## src/rtl/pprca_rr_sched_pkg.sv

```systemverilog
// Shared constants and types for the two-requester round-robin adder scheduler.
// The tag struct tracks ownership of each adder pipeline slot.
package pprca_rr_sched_pkg;

    localparam int PPRCA_LAT = 4;
    localparam int PPRCA_W   = 4;

    typedef logic req_id_t;

    typedef struct packed {
        logic    valid;
        req_id_t id;
    } tag_t;

endpackage

```

## src/rtl/pprca_rr_sched_if.sv

```systemverilog
// Request/response bundle between the two clients and the scheduler.
// Clients use the master modport, the scheduler uses slave.
interface pprca_rr_sched_if;
    import pprca_rr_sched_pkg::*;

    logic               req0_valid;
    logic               req0_ready;
    logic [PPRCA_W-1:0] req0_a;
    logic [PPRCA_W-1:0] req0_b;
    logic               req0_cin;

    logic               req1_valid;
    logic               req1_ready;
    logic [PPRCA_W-1:0] req1_a;
    logic [PPRCA_W-1:0] req1_b;
    logic               req1_cin;

    logic               rsp0_valid;
    logic [PPRCA_W-1:0] rsp0_sum;
    logic               rsp0_cout;

    logic               rsp1_valid;
    logic [PPRCA_W-1:0] rsp1_sum;
    logic               rsp1_cout;

    modport master (
        output req0_valid, req0_a, req0_b, req0_cin,
        output req1_valid, req1_a, req1_b, req1_cin,
        input  req0_ready, req1_ready,
        input  rsp0_valid, rsp0_sum, rsp0_cout,
        input  rsp1_valid, rsp1_sum, rsp1_cout
    );

    modport slave (
        input  req0_valid, req0_a, req0_b, req0_cin,
        input  req1_valid, req1_a, req1_b, req1_cin,
        output req0_ready, req1_ready,
        output rsp0_valid, rsp0_sum, rsp0_cout,
        output rsp1_valid, rsp1_sum, rsp1_cout
    );

endinterface

```

## src/rtl/pprca_4bit.sv

```systemverilog
// 4-bit pipelined ripple-carry adder: one bit resolved per stage, 4-cycle latency.
// No reset and no stall; results are only meaningful when tracked externally.
module pprca_4bit (
    input  logic       clk,
    input  logic [3:0] A,
    input  logic [3:0] B,
    input  logic       Cin,
    output logic [3:0] S,
    output logic       Cout
);

    function automatic logic [1:0] fa(input logic x, input logic y, input logic c);
        return {(x & y) | (c & (x ^ y)), x ^ y ^ c};
    endfunction

    logic       s1_d, s1_q, c1_d, c1_q;
    logic [2:0] a1_d, a1_q, b1_d, b1_q;
    logic [1:0] s2_d, s2_q, a2_d, a2_q, b2_d, b2_q;
    logic       c2_d, c2_q;
    logic [2:0] s3_d, s3_q;
    logic       c3_d, c3_q, a3_d, a3_q, b3_d, b3_q;
    logic [3:0] s4_d, s4_q;
    logic       c4_d, c4_q;

    // Unconsumed operand bits ride along with the partial sum.
    always_comb begin
        {c1_d, s1_d}    = fa(A[0], B[0], Cin);
        a1_d            = A[3:1];
        b1_d            = B[3:1];

        {c2_d, s2_d[1]} = fa(a1_q[0], b1_q[0], c1_q);
        s2_d[0]         = s1_q;
        a2_d            = a1_q[2:1];
        b2_d            = b1_q[2:1];

        {c3_d, s3_d[2]} = fa(a2_q[0], b2_q[0], c2_q);
        s3_d[1:0]       = s2_q;
        a3_d            = a2_q[1];
        b3_d            = b2_q[1];

        {c4_d, s4_d[3]} = fa(a3_q, b3_q, c3_q);
        s4_d[2:0]       = s3_q;
    end

    always_ff @(posedge clk) begin
        s1_q <= s1_d;  c1_q <= c1_d;  a1_q <= a1_d;  b1_q <= b1_d;
        s2_q <= s2_d;  c2_q <= c2_d;  a2_q <= a2_d;  b2_q <= b2_d;
        s3_q <= s3_d;  c3_q <= c3_d;  a3_q <= a3_d;  b3_q <= b3_d;
        s4_q <= s4_d;  c4_q <= c4_d;
    end

    assign S    = s4_q;
    assign Cout = c4_q;

endmodule

```

## src/rtl/pprca_rr_sched.sv

```systemverilog
// Round-robin scheduler sharing one pipelined adder between two requesters,
// with per-slot ownership tags and per-requester outstanding credit limits.
module pprca_rr_sched
    import pprca_rr_sched_pkg::*;
#(
    parameter int LAT     = PPRCA_LAT,
    parameter int MAX_OUT = 4
) (
    input  logic            clk,
    input  logic            rst,
    pprca_rr_sched_if.slave bus,
    output logic            busy
);

    localparam logic [2:0] MAX_CNT = 3'(MAX_OUT);

    logic               elig0, elig1, grant;
    req_id_t            gid;
    req_id_t            ptr_q, ptr_d;
    tag_t [LAT-1:0]     tag_q, tag_d;
    logic [2:0]         out0_q, out0_d, out1_q, out1_d;
    logic               rsp0_valid_q, rsp0_valid_d, rsp1_valid_q, rsp1_valid_d;
    logic [PPRCA_W-1:0] rsp0_sum_q, rsp0_sum_d, rsp1_sum_q, rsp1_sum_d;
    logic               rsp0_cout_q, rsp0_cout_d, rsp1_cout_q, rsp1_cout_d;
    logic [PPRCA_W-1:0] add_a, add_b, add_s;
    logic               add_cin, add_cout;
    logic               tag_busy;

    // Pointer only matters on contention; a lone eligible requester always wins.
    always_comb begin
        elig0          = bus.req0_valid && (out0_q < MAX_CNT);
        elig1          = bus.req1_valid && (out1_q < MAX_CNT);
        grant          = elig0 || elig1;
        gid            = elig1 && (!elig0 || ptr_q);
        ptr_d          = grant ? ~gid : ptr_q;
        bus.req0_ready = grant && !gid;
        bus.req1_ready = grant && gid;

        add_a   = '0;
        add_b   = '0;
        add_cin = 1'b0;
        if (grant) begin
            if (gid) begin
                add_a   = bus.req1_a;
                add_b   = bus.req1_b;
                add_cin = bus.req1_cin;
            end else begin
                add_a   = bus.req0_a;
                add_b   = bus.req0_b;
                add_cin = bus.req0_cin;
            end
        end
    end

    always_comb begin
        tag_d[0].valid = grant;
        tag_d[0].id    = gid;
        for (int i = 1; i < LAT; i++) begin
            tag_d[i] = tag_q[i-1];
        end
    end

    // The last tag stage lines up with the adder output in the same cycle.
    always_comb begin
        rsp0_valid_d = 1'b0;
        rsp0_sum_d   = rsp0_sum_q;
        rsp0_cout_d  = rsp0_cout_q;
        rsp1_valid_d = 1'b0;
        rsp1_sum_d   = rsp1_sum_q;
        rsp1_cout_d  = rsp1_cout_q;
        if (tag_q[LAT-1].valid) begin
            if (tag_q[LAT-1].id) begin
                rsp1_valid_d = 1'b1;
                rsp1_sum_d   = add_s;
                rsp1_cout_d  = add_cout;
            end else begin
                rsp0_valid_d = 1'b1;
                rsp0_sum_d   = add_s;
                rsp0_cout_d  = add_cout;
            end
        end
    end

    always_comb begin
        out0_d = out0_q + 3'(bus.req0_ready) - 3'(rsp0_valid_q);
        out1_d = out1_q + 3'(bus.req1_ready) - 3'(rsp1_valid_q);
    end

    always_comb begin
        tag_busy = 1'b0;
        for (int i = 0; i < LAT; i++) begin
            tag_busy = tag_busy | tag_q[i].valid;
        end
        busy = tag_busy || rsp0_valid_q || rsp1_valid_q ||
               (out0_q != 3'd0) || (out1_q != 3'd0);
    end

    always_ff @(posedge clk) begin
        if (rst) begin
            ptr_q        <= 1'b0;
            tag_q        <= '0;
            out0_q       <= '0;
            out1_q       <= '0;
            rsp0_valid_q <= 1'b0;
            rsp0_sum_q   <= '0;
            rsp0_cout_q  <= 1'b0;
            rsp1_valid_q <= 1'b0;
            rsp1_sum_q   <= '0;
            rsp1_cout_q  <= 1'b0;
        end else begin
            ptr_q        <= ptr_d;
            tag_q        <= tag_d;
            out0_q       <= out0_d;
            out1_q       <= out1_d;
            rsp0_valid_q <= rsp0_valid_d;
            rsp0_sum_q   <= rsp0_sum_d;
            rsp0_cout_q  <= rsp0_cout_d;
            rsp1_valid_q <= rsp1_valid_d;
            rsp1_sum_q   <= rsp1_sum_d;
            rsp1_cout_q  <= rsp1_cout_d;
        end
    end

    assign bus.rsp0_valid = rsp0_valid_q;
    assign bus.rsp0_sum   = rsp0_sum_q;
    assign bus.rsp0_cout  = rsp0_cout_q;
    assign bus.rsp1_valid = rsp1_valid_q;
    assign bus.rsp1_sum   = rsp1_sum_q;
    assign bus.rsp1_cout  = rsp1_cout_q;

    pprca_4bit u_add (
        .clk  (clk),
        .A    (add_a),
        .B    (add_b),
        .Cin  (add_cin),
        .S    (add_s),
        .Cout (add_cout)
    );

endmodule

```

## src/flat_wrapper.sv

```systemverilog
// flat-port wrapper written by rule: the top's interface ports become plain ports
module pprca_rr_sched_flat import pprca_rr_sched_pkg::*;
#(
    parameter int LAT     = PPRCA_LAT,
    parameter int MAX_OUT = 4
)
  (clk, rst, busy, bus_req0_valid, bus_req0_a, bus_req0_b, bus_req0_cin, bus_req1_valid, bus_req1_a, bus_req1_b, bus_req1_cin, bus_req0_ready, bus_req1_ready, bus_rsp0_valid, bus_rsp0_sum, bus_rsp0_cout, bus_rsp1_valid, bus_rsp1_sum, bus_rsp1_cout);
  pprca_rr_sched_if bus_i ();
  input  logic clk;
  input  logic rst;
  output logic busy;
  input wire logic [$bits(bus_i.req0_valid)-1:0] bus_req0_valid;
  input wire logic [$bits(bus_i.req0_a)-1:0] bus_req0_a;
  input wire logic [$bits(bus_i.req0_b)-1:0] bus_req0_b;
  input wire logic [$bits(bus_i.req0_cin)-1:0] bus_req0_cin;
  input wire logic [$bits(bus_i.req1_valid)-1:0] bus_req1_valid;
  input wire logic [$bits(bus_i.req1_a)-1:0] bus_req1_a;
  input wire logic [$bits(bus_i.req1_b)-1:0] bus_req1_b;
  input wire logic [$bits(bus_i.req1_cin)-1:0] bus_req1_cin;
  output wire logic [$bits(bus_i.req0_ready)-1:0] bus_req0_ready;
  output wire logic [$bits(bus_i.req1_ready)-1:0] bus_req1_ready;
  output wire logic [$bits(bus_i.rsp0_valid)-1:0] bus_rsp0_valid;
  output wire logic [$bits(bus_i.rsp0_sum)-1:0] bus_rsp0_sum;
  output wire logic [$bits(bus_i.rsp0_cout)-1:0] bus_rsp0_cout;
  output wire logic [$bits(bus_i.rsp1_valid)-1:0] bus_rsp1_valid;
  output wire logic [$bits(bus_i.rsp1_sum)-1:0] bus_rsp1_sum;
  output wire logic [$bits(bus_i.rsp1_cout)-1:0] bus_rsp1_cout;
  assign bus_i.req0_valid = bus_req0_valid;
  assign bus_i.req0_a = bus_req0_a;
  assign bus_i.req0_b = bus_req0_b;
  assign bus_i.req0_cin = bus_req0_cin;
  assign bus_i.req1_valid = bus_req1_valid;
  assign bus_i.req1_a = bus_req1_a;
  assign bus_i.req1_b = bus_req1_b;
  assign bus_i.req1_cin = bus_req1_cin;
  assign bus_req0_ready = bus_i.req0_ready;
  assign bus_req1_ready = bus_i.req1_ready;
  assign bus_rsp0_valid = bus_i.rsp0_valid;
  assign bus_rsp0_sum = bus_i.rsp0_sum;
  assign bus_rsp0_cout = bus_i.rsp0_cout;
  assign bus_rsp1_valid = bus_i.rsp1_valid;
  assign bus_rsp1_sum = bus_i.rsp1_sum;
  assign bus_rsp1_cout = bus_i.rsp1_cout;
  pprca_rr_sched #(.LAT(LAT), .MAX_OUT(MAX_OUT)) u_core (.clk(clk), .rst(rst), .bus(bus_i), .busy(busy));
endmodule
```

## config.mk

```make
export PLATFORM = sky130hd
export DESIGN_NAME = pprca_rr_sched_flat
export DESIGN_NICKNAME = d
export VERILOG_FILES = /design/src/rtl/pprca_rr_sched_pkg.sv /design/src/rtl/pprca_rr_sched_if.sv /design/src/rtl/pprca_4bit.sv /design/src/rtl/pprca_rr_sched.sv /design/src/flat_wrapper.sv
export SDC_FILE = /design/constraint.sdc
export NUM_CORES = 1
export LEC_CHECK = 0
export BUFFER_PORTS_ARGS = -buffer_cell sky130_fd_sc_hd__buf_2
export CAP_MARGIN = 20
export CORE_MARGIN = 8
export CORE_UTILIZATION = 50
export DETAILED_ROUTE_END_ITERATION = 10
export PLACE_DENSITY = 0.79
export SYNTH_ARGS = -nofsm -noshare
export SYNTH_HDL_FRONTEND = slang
export SYNTH_SLANG_ARGS = --single-unit
```

## constraint.sdc

```tcl
create_clock -name clk -period 3.9 [get_ports clk]
set_input_delay 0 -clock clk [delete_from_list [all_inputs] [get_ports clk]]
set_output_delay 0 -clock clk [all_outputs]
set_load 0.01 [all_outputs]
```

Word-level counts from Yosys, hierarchy flattened
Cells that the tools add are included.
Widths: inputs -> output; s select.
Word-level totals
  register bits: 53
  input bits: 22
  output and inout bits: 15
  word-level logic and storage cells: 89
Operators by class
  $add $sub $neg: 4
  magnitude comparators: 2
  muxes and demuxes: 8
  bitwise gates (word level): 26
  reductions and logical operators: 18
Operators by type and width (count)
  $and 1x1->1: 8
  $mux 4: 2
  $xor 1x1->1: 8
  $or 1x1->1: 7
  $add 3x1->3: 2
  $logic_or 1x1->1: 6
  $lt 3x3->1 const B: 2
  $mux 1: 6
  $reduce_bool 3->1: 2
  $sub 3x1->3: 2
  $logic_and 1x1->1: 5
  $reduce_and 2->1: 2
  $not 1->1: 3
  $logic_not 1->1: 2
  $reduce_or 2->1: 1

Depth between registers and ports, before layout
Gate-level depths: netlist of run 1.
  word-level depth: 10
  mapped depth: 12
  depth with buffers taken out: 11

By module
Synthesis of run 1 repeated with hierarchy kept, for this count alone.
Unflattened totals
  cells, all modules: 145
  area, all modules: 1725.4 um^2
By module, submodules not included
  pprca_rr_sched: instances 1, cells an instance 115, area an instance 1124.8 um^2, sequential area each 540.5 um^2
  pprca_4bit: instances 1, cells an instance 30, area an instance 600.6 um^2, sequential area each 520.5 um^2

Worst setup path after synthesis of run 1
OpenSTA, ideal clock, no wires.
  path type: register to register
  start point: reg u_core.out0_q[2]
  end point: reg u_core.out0_q[2]
  setup time: 0.078 ns
  arrival time: 2.114 ns
  data required time: 3.822 ns
  path slack: 1.708 ns
  stages on the path, launching flop included: 13
  path buffers: 1
  clock period less this slack: 2.192 ns
  cell sequence: dfxtp_1 > nand2b_4 > a21oi_1 > buf_4 > inv_1 > ha_1 > inv_1 > ha_1 > inv_1 > fa_1 > xor2_1 > and2_1 > nor3_1
Between the ends
  longest elaborated chain between the ends: 9
  elaborated cells on any way between the ends: 10
  those cells by class: 2 x add/sub; 1 x order compare; 7 x reduce/logical
Ends and longest elaborated chain
  start: declaration: RTL line pprca_rr_sched.sv:21  | logic [2:0] out0_q, out0_d, out1_q, out1_d;
  start signal: assignment: RTL line pprca_rr_sched.sv:113  | out0_q <= out0_d;
  $lt 3x3->1 *: RTL line pprca_rr_sched.sv:31  | elig0 = bus.req0_valid && (out0_q < MAX_CNT);
  $logic_and 1x1->1 *: RTL line pprca_rr_sched.sv:31
  $logic_not 1->1: RTL line pprca_rr_sched.sv:34  | gid = elig1 && (!elig0 || ptr_q);
  $logic_or 1x1->1: RTL line pprca_rr_sched.sv:34
  $logic_and 1x1->1: RTL line pprca_rr_sched.sv:34
  $logic_not 1->1: RTL line pprca_rr_sched.sv:36  | bus.req0_ready = grant && !gid;
  $logic_and 1x1->1 *: RTL line pprca_rr_sched.sv:36
  named net bus_req0_ready: RTL line flat_wrapper.sv:20  | output wire logic [$bits(bus_i.req0_ready)-1:0] bus_req0_ready;
  $add 3x1->3 *: RTL line pprca_rr_sched.sv:85  | out0_d = out0_q + 3'(bus.req0_ready) - 3'(rsp0_valid_q);
  $sub 3x1->3 *: RTL line pprca_rr_sched.sv:85
Mark *: on every way through the listed nets, which the timed path passes. The rest lies on a longest branch.
A chain may end at the register's enable or synchronous reset.

Worst setup path after layout of run 1
  start point: reg u_core.out1_q[2]
  end point: reg u_core.out0_q[2]
Between the ends
  longest elaborated chain between the ends: 7
  elaborated cells on any way between the ends: 8
  those cells by class: 2 x add/sub; 1 x order compare; 5 x reduce/logical
Ends and longest elaborated chain
  start: declaration: RTL line pprca_rr_sched.sv:21
  start signal: assignment: RTL line pprca_rr_sched.sv:114  | out1_q <= out1_d;
  $lt 3x3->1 *: RTL line pprca_rr_sched.sv:32  | elig1 = bus.req1_valid && (out1_q < MAX_CNT);
  $logic_and 1x1->1 *: RTL line pprca_rr_sched.sv:32
  $logic_and 1x1->1: RTL line pprca_rr_sched.sv:34
  $logic_not 1->1: RTL line pprca_rr_sched.sv:36
  $logic_and 1x1->1 *: RTL line pprca_rr_sched.sv:36
  $add 3x1->3 *: RTL line pprca_rr_sched.sv:85
  $sub 3x1->3 *: RTL line pprca_rr_sched.sv:85
Mark *: on every way between the ends. The rest lies on a longest branch, timed or not.

==> results.py, run 1 <==
metrics = {
    "outcome": {
        "outcome": "finished, final reports clean",
    },
    "synthesis": {
        "syn_area_um2": 1740,
        "synthDominantCellAreaShare_pct": 61.1,
        "synthCells": 144,
        "yosysWarningCount": 0,
        "syn-num-nets": 176,
        "yosys-top-cells-area": "dfxtp_1, fa_1, a22o_1",
        "async_flop_share_pct": 0,
        "synth_flop_cell": "dfxtp_1",
        "avgSynthCellArea_um2": 12.1,
        "yosys.area.top_type": "dfxtp_1",
        "ys_seq_elements": 53,
        "synth_edf_count": 0,
        "seq_area_frac_synth_pct": 61.1,
        "synth.distinct_cells": 26,
    },
    "route": {
        "drtIter0Drc": 48,
        "wl_um": 3100,
        "drc": 0,
        "drt-pass1-iter-count": 4,
        "vias_per_cell": 4.62,
        "ant_nets": 0,
        "wl_per_cell_um": 12.8,
        "vias": 1119,
    },
    "finish": {
        "area_growth_pct": 24.9,
        "layout-drive-gt1-share_pct": 25.0,
        "final_area_um2": 2170,
        "fillers": 278,
        "final_nets": 227,
        "n_antenna_cell": 0,
        "final_core_util_pct": 65.0,
    },
    "cts": {
        "cts_max_level": 2,
        "clockBufferDepth": 2,
        "cts_resized": 0,
        "insertion_delay_ns": 0.36,
        "numCtsBuffers": 5,
        "cts_tree": "done",
        "root_buffer": "clkbuf_4",
        "clk_pin_slew_ns": 0.14,
        "cts.sinks": 53,
    },
    "critical_path": {
        "cp-start-kind": "flip-flop",
        "crit_fanout": 11,
        "critical_path_arrival_ns": 3.05,
        "end_kind": "flip-flop",
        "r2r_setup_slack_ns": 1.14,
        "critPathRequiredTime_ns": 4.19,
        "critPathMaxStageDelay_ns": 0.65,
        "path_class": "flip-flop to flip-flop",
        "path_cells": "nor2b_2 > a21oi_1 > inv_1 > ha_1 > inv_1 > ha_1 > inv_1 > fa_1 > xor2_1 > and2_1 > nor3_1",
        "critPathMostFrequentCell": "inv_1",
        "crit_slowest_cell": "a21oi_1",
    },
    "power": {
        "p_per_area_nw_per_um2": 584,
        "power_mw": 1.27,
        "irDropWorstVdd_v": 0.000365,
        "leakage_nw": 0.971,
    },
    "floorplan": {
        "core_um2": 3340,
        "rows": 21,
        "boundaryPins": 37,
        "die_h_um": 74.9,
        "die-area_um2": 5620,
        "start_util_pct": 52.0,
        "die_width_um": 74.9,
    },
    "sta": {
        "grt_setup_unrepaired": "false",
        "fin_crit_sh_pct": 70.7,
        "tns_ns": 0,
        "tightestPinTransition_ns": 0.802,
        "setup_viol": 0,
        "fin_skew_ns": 0.00419,
        "finalMaxSlewViolations": 0,
        "relSlewSlack_pct": 46.5,
        "max_freq_ghz": 0.363,
        "hold_violations": 0,
        "min_period_ns": 2.76,
    },
    "global_routing": {
        "grt_usage_pct": 12.2,
        "antenna_found_initial": 0,
        "grt_overflow_total": 0,
        "grt_max_degree": 28,
        "grt_pass1_vias": 1162,
        "grt_pass1_wl_um": 5120,
    },
    "place": {
        "detailed_place_hpwl_um": 2230,
        "placed_area_um2": 1930,
        "routabilityCongestion": 0.762,
        "io_buffers": 36,
    },
    "worst_hold_path": {
        "hp-class": "primary input to flip-flop",
    },
    "flow_run": {
        "drv_cap": 0,
    },
}
[flip-flops by register name (all words and copies together) (netlist names), 4 cells and up]
| register | flops |
|---|---|
| u_core.tag_d | 6 |
| u_core.bus.rsp0_sum | 4 |
| u_core.bus.rsp1_sum | 4 |
| u_core.u_add.S | 4 |
[through the flow]
stage / hold slack, ns / cells / setup slack [ns]
2_1_floorplan: 0.125 / 144 / 1.71
3_3_place_gp: 0.211 / 219 / 1.38
3_5_place_dp: 0.213 / 219 / 1.23
4_1_cts: 0.0372 / 242 / 1.20
5_1_grt: 0.0528 / 242 / 0.892
6_report: 0.0475 / 242 / 1.14
[cell type report]
cell class              count  area, µm²  share of cell area, %
well taps                  46       57.6                   2.65
inverters                   7       26.3                   1.21
clock inverters             2       37.5                   1.73
repair buffers             51        330                   15.2
multi-input cells          77        604                   27.9
flip-flops and latches     53       1060                   48.9
clock buffers               6       51.3                   2.37
[Yosys cell counts, types with 2 or more instances]
| cell | n |
|---|---|
| dfxtp_1 | 53 |
| nor2_1 | 11 |
| nor2b_1 | 10 |
| a22o_1 | 9 |
| a21oi_1 | 7 |
| fa_1 | 6 |
| inv_1 | 6 |
| nand2_1 | 6 |
| nand3_1 | 6 |
| mux2i_1 | 5 |
| ha_1 | 4 |
| buf_2 | 3 |
| nor4_1 | 3 |
| buf_4 | 2 |
| xor2_1 | 2 |
[report_power, final]
part           switching, mW  internal [mW]
registers             0.0620          0.669
logic                  0.102          0.123
clock network          0.157          0.152
[worst max-delay path: cells and delay by family (launching register included)]
| family | cells | cell delay (ns) |
|---|---|---|
| xor gates and xnor gates | 1 | 0.17 |
| and+or+nand+nor | 3 | 0.38 |
| DFF | 1 | 0.43 |
| adders and majority gates | 3 | 0.83 |
| AOI/OAI and AO/OA | 1 | 0.65 |
| buffers and inverters | 3 | 0.22 |
[worst paths after layout]
| kind | startpoint | to | depth (start not counted) |
|---|---|---|---|
| max | u_core.out1_q[2] | u_core.out0_q[2] | 11 |
| min | bus_req1_b[0] | u_core.u_add.s1_q | 3 |
| max reg2reg | u_core.out1_q[2] | u_core.out0_q[2] | 11 |
| min reg2reg | u_core.u_add.b2_q[1] | u_core.u_add.b3_q | 0 |
[routing by layer]
| metal | wire, µm | track usage [%] | part of all wire, % | up-vias |
|---|---|---|---|---|
| met5 | 0 | 0 | 0 | - |
| met4 | 66 | 7.83 | 2.1 | 0 |
| met3 | 195 | 2.53 | 6.3 | 5 |
| met2 | 1530 | 20.9 | 49 | 34 |
| met1 | 1310 | 13.2 | 42 | 508 |
| li1 | - | - | - | 572 |
[layout by cell type (no fill, tap or decap), drive strengths merged]
cell type    instances
a21oi                7
buf                 36
inv                  7
a211oi               1
nor2b               11
nor4                 3
xnor2                1
fa                   6
nand3                6
clkinvlp             1
ha                   4
dfxtp               53
nor2                11
nand2                6
and2                 1
a22o                 9
mux2i                5
bufinv               1
nand2b               2
nor3                 1
xor2                 2
o21ai                1
clkbuf               6
dlygate4sd3         15
[cells by family after synthesis]
family                   count (synthesis)  synth area share, %
XOR/XNOR                                 3                 1.51
flip-flops                              53                 61.1
buffers and inverters                   14                 4.11
multiplexers                             5                 2.88
AND/OR/NAND/NOR                         41                 12.4
adder cells (fa/ha/maj)                 10                 9.80
AO/OA/AOI/OAI                           18                 8.21
[timing repair]
action / 4_1_cts / 5_1_grt
setup buffers: 0 / 0
endpoints found under the hold margin: 8 / 0
hold buffers: 15 / 0
No activity file was read; power rests on OpenSTA's default activity.
==> run 2, diff against run 1 <==
Settings changed: CORE_UTILIZATION 50 to 47, PLACE_DENSITY 0.79 to 0.78.
Clock period 3.9 ns to 2.4 ns, I/O delays scaled along.
==> run 2 against run 1 <==
  * Total power is 61% higher
  * Flip-flop and latch count unchanged
  * Die area increased by 5.0%
  * Final cell count is 0.41% higher
  * Sequential share of layout area about the same
  * Clock skew barely moved
  * Via count grew 1.1%
  * First-iteration DRC count is 27% lower
  * Critical endpoint unchanged
  * Largest power group unchanged
  * Highest routed layer unchanged
==> results.py, run 2 (synthesized netlist as in run 1, its figures left out) <==
metrics = {
    "outcome": {
        "outcome": "finished, final reports clean",
    },
    "sta": {
        "tns_ns": 0,
        "fin_hold_ws_ns": 0.0157,
        "min_period_ns": 2.23,
        "grt_setup_unrepaired": "false",
        "fin_skew_ns": 0.00374,
        "fin_crit_sh_pct": 92.8,
        "hold_violations": 0,
        "finalMaxSlewViolations": 0,
        "setup_viol": 0,
        "max_freq_ghz": 0.449,
        "relSlewSlack_pct": 59.9,
        "tightestPinTransition_ns": 0.600,
        "setup_ws_ns": 0.173,
    },
    "route": {
        "wl_um": 3030,
        "ant_nets": 0,
        "wl_per_cell_um": 12.4,
        "vias": 1131,
        "drt-pass1-iter-count": 3,
        "drc": 0,
        "vias_per_cell": 4.65,
        "drtIter0Drc": 35,
    },
    "cts": {
        "cts_setup_buffers": 0,
        "cts_max_level": 2,
        "clockBufferDepth": 2,
        "numCtsBuffers": 5,
        "clk_pin_slew_ns": 0.09,
        "root_buffer": "clkbuf_8",
        "cts.sinks": 53,
        "insertion_delay_ns": 0.30,
        "cts_tree": "done",
    },
    "critical_path": {
        "critical_path_arrival_ns": 2.46,
        "critPathMostFrequentCell": "inv_1",
        "worst-path-buf-inv": 5,
        "cp-start-kind": "primary input",
        "r2r_setup_slack_ns": 0.19,
        "cp_top_family": "adder cells",
        "crit_slowest_cell": "dlygate4sd3_1",
        "crit_fanout": 2,
        "critPathMaxStageDelay_ns": 0.52,
        "path_cells": "dlygate4sd3_1 > buf_2 > nor2b_2 > a21oi_2 > inv_1 > ha_1 > inv_1 > ha_1 > inv_1 > fa_1 > xor2_2 > and2_1 > nor3_1",
        "critPathRequiredTime_ns": 2.63,
        "end_kind": "flip-flop",
        "path_class": "primary input to flip-flop",
    },
    "global_routing": {
        "grt_pass1_vias": 1266,
        "antenna_found_initial": 0,
        "grt_usage_pct": 11.2,
        "grtUsageMet3_pct": 5.94,
        "grt_pass1_wl_um": 5310,
        "grt-busiest-layer": "met2",
        "grt_use_met2_pct": 20.1,
        "use_met1_pct": 10.5,
        "grt_overflow_total": 0,
        "grt_max_degree": 28,
    },
    "floorplan": {
        "core_um2": 3610,
        "die-area_um2": 5900,
        "die_width_um": 76.8,
        "boundaryPins": 37,
        "die_h_um": 76.8,
        "rows": 22,
        "start_util_pct": 48.2,
    },
    "power": {
        "switching_share_pct": 26.3,
        "p_per_area_nw_per_um2": 939,
        "power_mw": 2.03,
        "internal_power_mw": 1.50,
        "irDropWorstVdd_v": 0.000431,
        "leakage_nw": 0.968,
        "power_frac_comb_pct": 18.0,
        "switching_power_mw": 0.536,
        "pwr-share-seq_pct": 58.3,
        "power_frac_clock_pct": 23.6,
    },
    "finish": {
        "largest_reg_flops": 6,
        "layout-drive-gt1-share_pct": 26.2,
        "final_area_um2": 2170,
        "layout_commonest_cell": "dfxtp_1",
        "n_antenna_cell": 0,
        "final_core_util_pct": 60.1,
        "finalNonFillerCells": 243,
        "area_growth_pct": 24.8,
        "final_cell_mix": "dfxtp_1, buf_2, dlygate4sd3_1",
        "final_nets": 226,
    },
    "flow_run": {
        "drv_cap": 0,
    },
    "worst_hold_path": {
        "hp-class": "primary input to flip-flop",
    },
    "place": {
        "routabilityCongestion": 0.745,
        "detailed_place_hpwl_um": 2240,
        "placed_area_um2": 1940,
        "place_ws_ns": 0.223,
        "io_buffers": 36,
        "placed_cells": 222,
    },
}
==> run 2: worst paths after layout <==
path,start,endpoint,cells after the start
worst min-delay path,bus_req0_valid,u_core.tag_d[3],3
worst min register to register,u_core.u_add.s2_q[1],u_core.u_add.s3_q[1],0
worst max-delay path,bus_req1_valid,u_core.out0_q[2],13
worst max register to register,u_core.out1_q[2],u_core.out0_q[2],11
==> run 2: final cells by class <==
class,instances,area (µm²)
Tap cell,48,60.1
Clock buffer,6,72.6
Inverter,7,26.3
Clock inverter,2,13.8
Sequential cell,53,1060
Fill cell,305,1440
Timing Repair Buffer,50,318
Multi-Input combinational cell,77,616
==> run 2: metal layers <==
metal / part of all wire, % / up-vias / wire [µm]
met2: 50 / 38 / 1520
li1: - / 569 / -
met4: 1.9 / 0 / 57
met1: 40 / 519 / 1220
met3: 7.8 / 5 / 235
met5: 0 / - / 0
==> run 2: what timing repair did <==
item	in CTS	in global routing
hold endpoints to repair	7	0
endpoints found under the setup margin	0	1
hold buffers	13	0
resized for setup	0	2
==> run 2: power by group through the flow <==
stage | combinational (mW) | clock [mW] | sequential (mW)
final | 0.367 | 0.481 | 1.19
after CTS | 0.367 | 0.499 | 1.19
after floorplan | 0.243 | 0 | 1.18
after detailed placement | 0.320 | 0 | 1.21
after global placement | 0.297 | 0 | 1.20
after global routing | 0.422 | 0.531 | 1.21
==> run 2: worst register-to-register path, cell delays in order, from the launching register on <==
cell and delay (ns):
dfxtp_1 0.41, nor2b_2 0.09, a21oi_2 0.16, inv_1 0.07, ha_1 0.28, inv_1 0.06
ha_1 0.13, inv_1 0.05, fa_1 0.43, xor2_2 0.17, and2_1 0.16, nor3_1 0.12
==> run 3, diff against run 2 <==
Settings changed: PLACE_DENSITY 0.78 to 0.73.
==> run 3 against run 2 <==
  * Clock-buffer cell count stayed put
  * First-iteration DRC count is 97% higher
  * Sequential share of layout area is 0.23 points higher
  * Utilization is 0.28 points lower
  * Highest routed layer unchanged
  * Register-to-register slack better by 0.04 ns
  * Maximum frequency hardly changed
  * Wire length is 3.5% lower
  * Total power is 0.97% lower
  * Worst setup slack worse by 0.00053 ns
  * Sequential power hardly changed
  * Largest power group unchanged
  * Non-clock buffer count stayed put
  * Clock power is 2% lower
==> results.py, run 3 (synthesized netlist as in run 1, its figures left out) <==
metrics = {
    "floorplan": {
        "core_um2": 3610,
        "rows": 22,
        "die-area_um2": 5900,
        "die_h_um": 76.8,
        "start_util_pct": 48.2,
        "die_width_um": 76.8,
        "boundaryPins": 37,
    },
    "global_routing": {
        "antenna_found_initial": 0,
        "grt_pass1_wl_um": 5110,
        "grt_overflow_total": 0,
        "grt_pass1_vias": 1207,
        "grt_usage_pct": 10.6,
        "grt_max_degree": 28,
    },
    "power": {
        "power_mw": 2.01,
        "p_per_area_nw_per_um2": 934,
        "irDropWorstVdd_v": 0.000511,
        "leakage_nw": 0.960,
    },
    "cts": {
        "clockBufferDepth": 2,
        "cts.sinks": 53,
        "clk_pin_slew_ns": 0.08,
        "numCtsBuffers": 5,
        "insertion_delay_ns": 0.30,
        "cts_setup_buffers": 0,
        "root_buffer": "clkbuf_8",
        "cts_max_level": 2,
        "cts_tree": "done",
    },
    "critical_path": {
        "critical_path_arrival_ns": 2.45,
        "critPathMaxStageDelay_ns": 0.55,
        "critPathRequiredTime_ns": 2.62,
        "r2r-end": "u_core.out0_q[2]",
        "reg2reg_depth": 11,
        "r2r-start": "u_core.out0_q[2]",
        "cp-start-kind": "primary input",
        "crit_slowest_cell": "dlygate4sd3_1",
        "crit_fanout": 2,
        "cp.depth": 13,
        "path_cells": "dlygate4sd3_1 > buf_2 > nor2b_2 > a21oi_1 > inv_1 > ha_1 > inv_1 > ha_1 > inv_1 > fa_1 > xor2_1 > and2_1 > nor3_1",
        "endpoint": "u_core.out0_q[2]",
        "cp_top_family": "buffers and inverters",
        "critPathMostFrequentCell": "inv_1",
        "path_class": "primary input to flip-flop",
        "startpoint": "bus_req1_valid",
        "end_kind": "flip-flop",
        "worst-path-buf-inv": 5,
        "r2r_setup_slack_ns": 0.23,
    },
    "finish": {
        "final_area_um2": 2160,
        "largest_reg_flops": 6,
        "area_growth_pct": 24.2,
        "n_antenna_cell": 0,
        "layout_commonest_cell": "dfxtp_1",
        "final_nets": 226,
        "layout-drive-gt1-share_pct": 25.1,
        "final_cell_mix": "dfxtp_1, buf_2, dlygate4sd3_1",
    },
    "route": {
        "drt-pass1-iter-count": 4,
        "drc": 0,
        "vias": 1132,
        "vias_per_cell": 4.66,
        "ant_nets": 0,
        "wl_um": 2920,
        "drtIter0Drc": 69,
        "wl_per_cell_um": 12.0,
    },
    "sta": {
        "fin_crit_sh_pct": 92.8,
        "hold_violations": 0,
        "setup_ws_ns": 0.172,
        "tightestPinTransition_ns": 0.606,
        "tns_ns": 0,
        "min_period_ns": 2.23,
        "grt_setup_unrepaired": "false",
        "fin_skew_ns": 0.00660,
        "setup_viol": 0,
        "finalMaxSlewViolations": 0,
        "relSlewSlack_pct": 59.5,
        "max_freq_ghz": 0.449,
    },
    "worst_hold_path": {
        "hp-class": "primary input to flip-flop",
    },
    "place": {
        "routabilityCongestion": 0.759,
        "place_ws_ns": 0.233,
        "detailed_place_hpwl_um": 2160,
        "io_buffers": 36,
        "placed_area_um2": 1940,
    },
    "flow_run": {
        "drv_cap": 0,
    },
    "outcome": {
        "outcome": "finished, final reports clean",
    },
}
[run 3: cell types whose count changed in the layout (fill, tap and decap cells not counted), sizes merged]
cell / change
clkinv: -1
clkinvlp: +2
inv: -1
[run 3: repair_timing]
action / 4_1_cts / 5_1_grt
hold endpoints to repair: 7 / 0
hold buffers: 13 / 0
gates resized for setup: 0 / 0
[run 3: how the worst min path moves through the flow]
stage               slack (ns)            from              endpoint  cells past startpoint
global placement          0.21   bus_req1_b[1]  u_core.u_add.b1_q[0]                      2
CTS                       0.01  bus_req0_valid       u_core.tag_d[3]                      3
detailed placement        0.21   bus_req1_b[2]  u_core.u_add.b1_q[1]                      2
finish                    0.02  bus_req0_valid          u_core.ptr_q                      3
floorplan                 0.13   bus_req1_a[1]  u_core.u_add.a1_q[0]                      1
global route              0.02  bus_req0_valid          u_core.ptr_q                      3
[run 3: metrics by stage]
| stage | util (%) | instances | hold WS (ns) |
|---|---|---|---|
| CTS | 59.8 | 243 | 0.0125 |
| floorplan | - | 144 | 0.125 |
| detailed placement | 53.8 | 222 | 0.212 |
| global placement | 53.8 | 222 | 0.213 |
| global route | 59.8 | 243 | 0.0154 |
| finish | 59.8 | 243 | 0.0215 |
[run 3: worst min-delay path, stage by stage]
cell and delay, ns:
buf_2 0.11, nand2b_4 0.09, a211oi_2 0.06
[run 3: area by class of cell]
cell class / instances / area, µm²
fillers: 324 / 1450
flip-flops and latches: 53 / 1060
multi-input cells: 77 / 604
repair buffers: 50 / 318
clock buffers: 6 / 72.6
well taps: 48 / 60.1
inverters: 7 / 26.3
clock inverters: 2 / 15.0
[run 3: report_power, final]
group | switching [mW] | internal (mW)
logic | 0.158 | 0.197
clock network | 0.267 | 0.205
registers | 0.0993 | 1.09
total | 0.525 | 1.49
[run 3: routing by layer]
layer / wire [µm] / track usage, % / share of wire, %
met1: 1290 / 11.3 / 44
met2: 1390 / 17.4 / 48
met3: 230 / 5.71 / 7.9
met4: 10 / 3.46 / 0.34
met5: 0 / 0 / 0
